File: config.mk
export PLATFORM = sky130hd
export DESIGN_NAME = fwd_hazard_ctrl
export DESIGN_NICKNAME = d
export VERILOG_FILES = /design/src/rtl/fwd_pkg.sv /design/src/rtl/fwd_port_match.sv /design/src/rtl/fwd_hazard_ctrl.sv
export SDC_FILE = /design/constraint.sdc
export NUM_CORES = 1
export LEC_CHECK = 0
export CAP_MARGIN = 20
export CORE_ASPECT_RATIO = 1.1
export CORE_MARGIN = 5
export CORE_UTILIZATION = 55
export DETAILED_ROUTE_END_ITERATION = 8
export MAX_ROUTING_LAYER = met4
export PLACE_DENSITY = 0.82
export SETUP_SLACK_MARGIN = 0.3
export SYNTH_ARGS = -nofsm -noshare
export SYNTH_HDL_FRONTEND = slang
export SYNTH_SLANG_ARGS = --single-unit
File: constraint.sdc
create_clock -name clk -period 12 [get_ports clk]
set_input_delay 3.6 -clock clk [delete_from_list [all_inputs] [get_ports clk]]
set_output_delay 3.6 -clock clk [all_outputs]
set_load 0.05 [all_outputs]
File: src/rtl/fwd_pkg.sv
// Shared types for the forwarding/hazard controller: operand select codes,
// stall FSM states and the shadow-pipeline destination tag.
package fwd_pkg;

  // Widest register address the shadow tags can carry; narrower addresses are zero-extended.
  localparam int TAG_DST_W = 8;

  typedef enum logic [1:0] {
    FWD_REG   = 2'b00,
    FWD_EXMEM = 2'b01,
    FWD_MEMWB = 2'b10
  } fwd_sel_t;

  typedef enum logic {
    RUN   = 1'b0,
    STALL = 1'b1
  } state_t;

  typedef struct packed {
    logic                 v;
    logic [TAG_DST_W-1:0] dst;
    logic                 ld;
  } tag_t;

  localparam tag_t TAG_BUBBLE = '0;

endpackage

File: src/rtl/fwd_port_match.sv
// Hazard and forwarding decision for one source operand against the
// EX, MEM and WB shadow tags.
module fwd_port_match
  import fwd_pkg::*;
#(
  parameter int REG_ADDR_W   = 5,
  parameter bit BRANCH_IN_ID = 1'b1
) (
  input  logic [REG_ADDR_W-1:0] addr_i,
  input  logic                  use_i,
  input  logic                  branch_i,
  input  tag_t                  s_ex_i,
  input  tag_t                  s_mem_i,
  input  logic                  s_wb_v_i,
  input  logic [TAG_DST_W-1:0]  s_wb_dst_i,
  output logic [1:0]            need_o,
  output fwd_sel_t              ex_sel_next_o,
  output fwd_sel_t              id_sel_o
);

  logic [TAG_DST_W-1:0] addr_ext;
  logic                 live;
  logic                 is_branch;
  logic                 ex_hit;
  logic                 mem_hit;
  logic                 wb_hit;

  assign addr_ext  = TAG_DST_W'(addr_i);
  assign live      = use_i && (addr_i != '0);
  assign is_branch = branch_i && BRANCH_IN_ID;
  assign ex_hit    = live && s_ex_i.v  && (s_ex_i.dst  == addr_ext);
  assign mem_hit   = live && s_mem_i.v && (s_mem_i.dst == addr_ext);
  assign wb_hit    = live && s_wb_v_i  && (s_wb_dst_i  == addr_ext);

  always_comb begin
    need_o = 2'd0;
    if (ex_hit && s_ex_i.ld) begin
      need_o = is_branch ? 2'd2 : 2'd1;
    end else if (ex_hit) begin
      need_o = is_branch ? 2'd1 : 2'd0;
    end else if (mem_hit && s_mem_i.ld) begin
      need_o = is_branch ? 2'd1 : 2'd0;
    end
  end

  // Youngest producer wins; a loaded value is never taken from the EX/MEM latch in ID.
  always_comb begin
    ex_sel_next_o = FWD_REG;
    if (ex_hit) begin
      ex_sel_next_o = FWD_EXMEM;
    end else if (mem_hit) begin
      ex_sel_next_o = FWD_MEMWB;
    end

    id_sel_o = FWD_REG;
    if (BRANCH_IN_ID) begin
      if (mem_hit && !s_mem_i.ld) begin
        id_sel_o = FWD_EXMEM;
      end else if (wb_hit) begin
        id_sel_o = FWD_MEMWB;
      end
    end
  end

endmodule

File: src/rtl/fwd_hazard_ctrl.sv
// Forwarding and hazard controller: shadow destination pipeline, registered EX
// operand selects, combinational ID compare selects and the stall FSM.
module fwd_hazard_ctrl
  import fwd_pkg::*;
#(
  parameter int REG_ADDR_W   = 5,
  parameter int NUM_RD_PORTS = 2,
  parameter bit BRANCH_IN_ID = 1'b1
) (
  input  logic                               clk,
  input  logic                               reset,
  input  logic                               hold_i,
  input  logic                               flush_i,
  input  logic                               id_valid_i,
  input  logic [NUM_RD_PORTS*REG_ADDR_W-1:0] id_src_addr_i,
  input  logic [NUM_RD_PORTS-1:0]            id_src_use_i,
  input  logic                               id_branch_i,
  input  logic [REG_ADDR_W-1:0]              id_dst_i,
  input  logic                               id_regwrite_i,
  input  logic                               id_memread_i,
  output logic                               stall_o,
  output logic [2*NUM_RD_PORTS-1:0]          ex_fwd_sel_o,
  output logic [2*NUM_RD_PORTS-1:0]          id_fwd_sel_o
);

  state_t                    state_q, state_d;
  logic [1:0]                cnt_q, cnt_d;
  tag_t                      s_ex_q, s_ex_d;
  tag_t                      s_mem_q, s_mem_d;
  // WB only ever feeds ID forwarding, where the load flag no longer matters.
  logic                      s_wb_v_q, s_wb_v_d;
  logic [TAG_DST_W-1:0]      s_wb_dst_q, s_wb_dst_d;
  logic [2*NUM_RD_PORTS-1:0] ex_sel_q, ex_sel_d;

  logic [1:0] port_need   [NUM_RD_PORTS];
  fwd_sel_t   port_ex_sel [NUM_RD_PORTS];
  fwd_sel_t   port_id_sel [NUM_RD_PORTS];
  logic [1:0] need;
  logic       bubble;

  for (genvar p = 0; p < NUM_RD_PORTS; p++) begin : g_port
    fwd_port_match #(
      .REG_ADDR_W   (REG_ADDR_W),
      .BRANCH_IN_ID (BRANCH_IN_ID)
    ) u_match (
      .addr_i        (id_src_addr_i[p*REG_ADDR_W +: REG_ADDR_W]),
      .use_i         (id_src_use_i[p]),
      .branch_i      (id_branch_i),
      .s_ex_i        (s_ex_q),
      .s_mem_i       (s_mem_q),
      .s_wb_v_i      (s_wb_v_q),
      .s_wb_dst_i    (s_wb_dst_q),
      .need_o        (port_need[p]),
      .ex_sel_next_o (port_ex_sel[p]),
      .id_sel_o      (port_id_sel[p])
    );
    assign id_fwd_sel_o[2*p +: 2] = port_id_sel[p];
  end

  always_comb begin
    need = 2'd0;
    if (id_valid_i) begin
      for (int p = 0; p < NUM_RD_PORTS; p++) begin
        if (port_need[p] > need) begin
          need = port_need[p];
        end
      end
    end
  end

  assign stall_o      = (state_q == STALL) || (need != 2'd0);
  assign bubble       = stall_o || flush_i || !id_valid_i;
  assign ex_fwd_sel_o = ex_sel_q;

  // The RUN cycle that detects a hazard is itself the first stall cycle, so
  // STALL only has to cover whatever is still owed beyond it.
  always_comb begin
    state_d    = state_q;
    cnt_d      = cnt_q;
    s_ex_d     = s_ex_q;
    s_mem_d    = s_mem_q;
    s_wb_v_d   = s_wb_v_q;
    s_wb_dst_d = s_wb_dst_q;
    ex_sel_d   = ex_sel_q;
    if (!hold_i) begin
      s_wb_v_d   = s_mem_q.v;
      s_wb_dst_d = s_mem_q.dst;
      s_mem_d    = s_ex_q;
      s_ex_d     = TAG_BUBBLE;
      if (!bubble) begin
        s_ex_d.v   = id_regwrite_i;
        s_ex_d.dst = TAG_DST_W'(id_dst_i);
        s_ex_d.ld  = id_memread_i;
      end
      for (int p = 0; p < NUM_RD_PORTS; p++) begin
        ex_sel_d[2*p +: 2] = bubble ? FWD_REG : port_ex_sel[p];
      end
      if (flush_i) begin
        state_d = RUN;
        cnt_d   = 2'd0;
      end else begin
        case (state_q)
          RUN: begin
            if (need > 2'd1) begin
              state_d = STALL;
              cnt_d   = need - 2'd1;
            end
          end
          STALL: begin
            if (cnt_q > 2'd1) begin
              cnt_d = cnt_q - 2'd1;
            end else begin
              state_d = RUN;
              cnt_d   = 2'd0;
            end
          end
          default: begin
            state_d = RUN;
            cnt_d   = 2'd0;
          end
        endcase
      end
    end
  end

  always_ff @(posedge clk or posedge reset) begin
    if (reset) begin
      state_q    <= RUN;
      cnt_q      <= 2'd0;
      s_ex_q     <= TAG_BUBBLE;
      s_mem_q    <= TAG_BUBBLE;
      s_wb_v_q   <= 1'b0;
      s_wb_dst_q <= '0;
      ex_sel_q   <= '0;
    end else begin
      state_q    <= state_d;
      cnt_q      <= cnt_d;
      s_ex_q     <= s_ex_d;
      s_mem_q    <= s_mem_d;
      s_wb_v_q   <= s_wb_v_d;
      s_wb_dst_q <= s_wb_dst_d;
      ex_sel_q   <= ex_sel_d;
    end
  end

endmodule

==> out/results.tsv <==
metric	value	unit
status	finished, final reports clean	
maximum VDD drop	0.0746	mV
initial antenna violation count	0	
Fill cells	228	
area of the die	0.00439	sq mm
Synth top area share	38.9	%
drt drc	0	
clock buffer depth	2	
clock latency on the worst-skew pair	0.33	ns
total grt overflow	0	
Post CTS Setup Buffer Count	0	
FF+latch count, synth	27	
mux cell area share after synthesis	8.35	%
Clock Root Buffer	clkbuf_4	
Die Wd	63.6	um
I/O Pins	34	
DR vias/cell	5.93	
final setup TNS	0	ns
Cells after Synth	162	
share of layout cells above drive strength 1	14.8	%
CP delay by family, top	simple AND/OR/NAND/NOR gates	
clock slew at reported path FFs	0.15	ns
Leak Pwr	0.938	nW
post-synthesis xor/xnor area fraction	15.1	%
CTS H-tree lvls	1	
Ant. Diodes	0	
largest family of logic cells by synthesized area	simple AND/OR/NAND/NOR gates	
Clock Skews	0.00362	ns
Die H	69.0	um
crit-path cells	clkdlybuf4s50_1 -> or4_1 -> o21ai_2 -> nand4b_1 -> nor2_1 -> a22o_1 -> a22oi_1 -> ha_1 -> a2bb2oi_2 -> nand4_1 -> or3_1 -> o311ai_1 -> nor2_1 -> ha_1 -> nand2b_1 -> dlymetal6s2s_1	
CTS tree	built	
simple-gate area share of the yosys netlist	17.3	%
Nets	227	
count of different cell masters after synthesis	43	
final max-slew violation count	0	
Buffers on Ports	33	
final setup fails	0	
Avg Cell Area, Syn	10.7	sq um
CP peak stage delay	0.57	ns
endpoints failing hold	0	
top cells by area, synth	dfrtp_1 (39%), xor2_1 (8.1%), mux2_2 (7.8%)	
most frequent cells in the layout	clkdlybuf4s50_1 (32), dfrtp_1 (27), xor2_1 (16), xnor2_1 (14), a22o_1 (13)	
GP Congestion	0.867	
CTS sink count	27	
initial core utilization	57.0	%
crit path DAT	7.52	ns
register area share after synthesis	38.9	%
First-pass DRT Iterations	4	
cell area after synthesis	0.00174	sq mm
met3 Use GR	3.40	%
final wirelength	3920	um
Worst setup EP type	primary output	
crit path kind	in -> out	
Hold WC Path Type	reg -> reg	
fin util	70.6	%
post-route ant nets	0	
gr usage total	19.7	%
slew margin rel.	64.8	%
pre-CTS setup slack	0.508	ns
Post-Synth Adder-Cell Area	3.60	%
row count	21	
Post-Syn Nets	192	
critical-path maximum fanout	6	
met2 GRT Util	33.0	%
Core ar.	0.00305	sq mm
Compound-Gate Fraction of Synth Area	13.6	%
largest net degree at the start of global routing	34	
critical path's slowest cell	or4_1	
P&R area growth vs syn	23.9	%
Hold WS	0.526	ns
Tmin final	11.12	ns
vias in the first global route	1426	
GRT Max-Usage Layer	met2	
power per cell area	82.9	mW/mm^2
RSZ-0062 raised after global routing	no	
DR iter-0 viols	74	
synth warn	0	
crit start category	input port	
TritonCTS buffer count	3	
Vias	1363	
HPWL Detailed	2960	um
CP required	8.40	ns
Final Power	0.000178	W
max-cap viol count	0	
Worst Tran Pin Value	0.527	ns
CP Buf/Inv Count	2	
Final WS setup	0.881	ns
Synth area leader	dfrtp_1	
most common cell after layout, fill and taps aside	clkdlybuf4s50_1	
M1 GR Usage	24.1	%
Max Fclk	89.9	MHz
routed len/inst	17.1	um
first-pass GRT wire length	6640	um
Final Cycle Share	92.7	%
where the power goes:
group	internal (W)	total, W	switching, W	leakage (nW)
clock network	0.0000125	0.0000398	0.0000273	0.0177
logic	0.0000202	0.0000359	0.0000157	0.552
registers	0.0000960	0.000103	0.00000673	0.368
state kept, by name (all words and copies together), names as in the netlist:
name	flops
s_mem_q	7
ex_fwd_sel_o	4
s_wb_v_q	1
s_ex_q	7
s_wb_dst_q	5
cnt_q	2
state_q	1
what timing repair did:
item | 4_1_cts | 5_1_grt
setup endpoints to repair | 0 | 1
resized for setup | 0 | 1
hold buffers | 0 | 0
path summary, 6_finish.rpt:
| check | depth (start not counted) | slack, ns | from | endpoint |
|---|---|---|---|---|
| min | 1 | 0.53 | ex_fwd_sel_o[1] | ex_fwd_sel_o[1] |
| max | 16 | 0.88 | id_src_addr_i[6] | stall_o |
| min reg2reg | 1 | 0.53 | ex_fwd_sel_o[1] | ex_fwd_sel_o[1] |
| min in group asynchronous | 2 | 3.44 | reset | s_ex_q[4] |
| max reg2reg | 17 | 7.87 | s_ex_q[3] | cnt_q[1] |
| max in group asynchronous | 3 | 8.18 | reset | s_wb_dst_q[1] |
per-stage QoR:
stage	instance area, sq um	cells
finish	2150	230
global route	2150	230
CTS	2120	228
detailed placement	2090	224
global placement	2090	224
floorplan	1740	162
synthesized netlist by cell type, drive strengths merged:
cell type	instances
mux2	12
a21oi	2
and4	1
buf	2
nor3	4
o31a	1
xnor2	14
clkbuf	3
clkdlybuf4s25	1
a2bb2oi	2
nand3	3
ha	5
nor4b	1
dfrtp	27
or3	1
nand2	5
o21ai	4
a22oi	1
and3b	1
nor2b	2
or2	1
a22o	13
xor2	16
nor4	4
inv	5
or4	4
a21o	1
nor4bb	2
nand2b	2
nand4	4
o41ai	1
o31ai	2
and3	1
nor2	9
nand4b	3
o311ai	1
mux2i	1
cell families after synthesis:
family | after synthesis
AND/OR/NAND/NOR | 48
AO/OA/AOI/OAI | 28
XOR/XNOR | 30
adder cells (fa/ha/maj) | 5
multiplexers | 13
buffers and inverters | 11
flip-flops | 27
cell type report:
cell class | instances | area (sq um) | area share [%]
multi-input combinational | 124 | 1010 | 47.1
timing repair buffer | 36 | 375 | 17.4
sequential | 27 | 676 | 31.4
clock buffer | 3 | 22.5 | 1.05
clock inverter | 1 | 5.00 | 0.232
inverter | 5 | 18.8 | 0.872
tap | 34 | 42.5 | 1.98
routing by layer:
| metal | share of wire [%] | vias to the layer above |
|---|---|---|
| met5 | 0 | - |
| met4 | 1.4 | 0 |
| met3 | 3.3 | 6 |
| met1 | 46 | 662 |
| li1 | - | 667 |
| met2 | 49 | 28 |
Note: power is estimated with default switching activity, not from simulation.
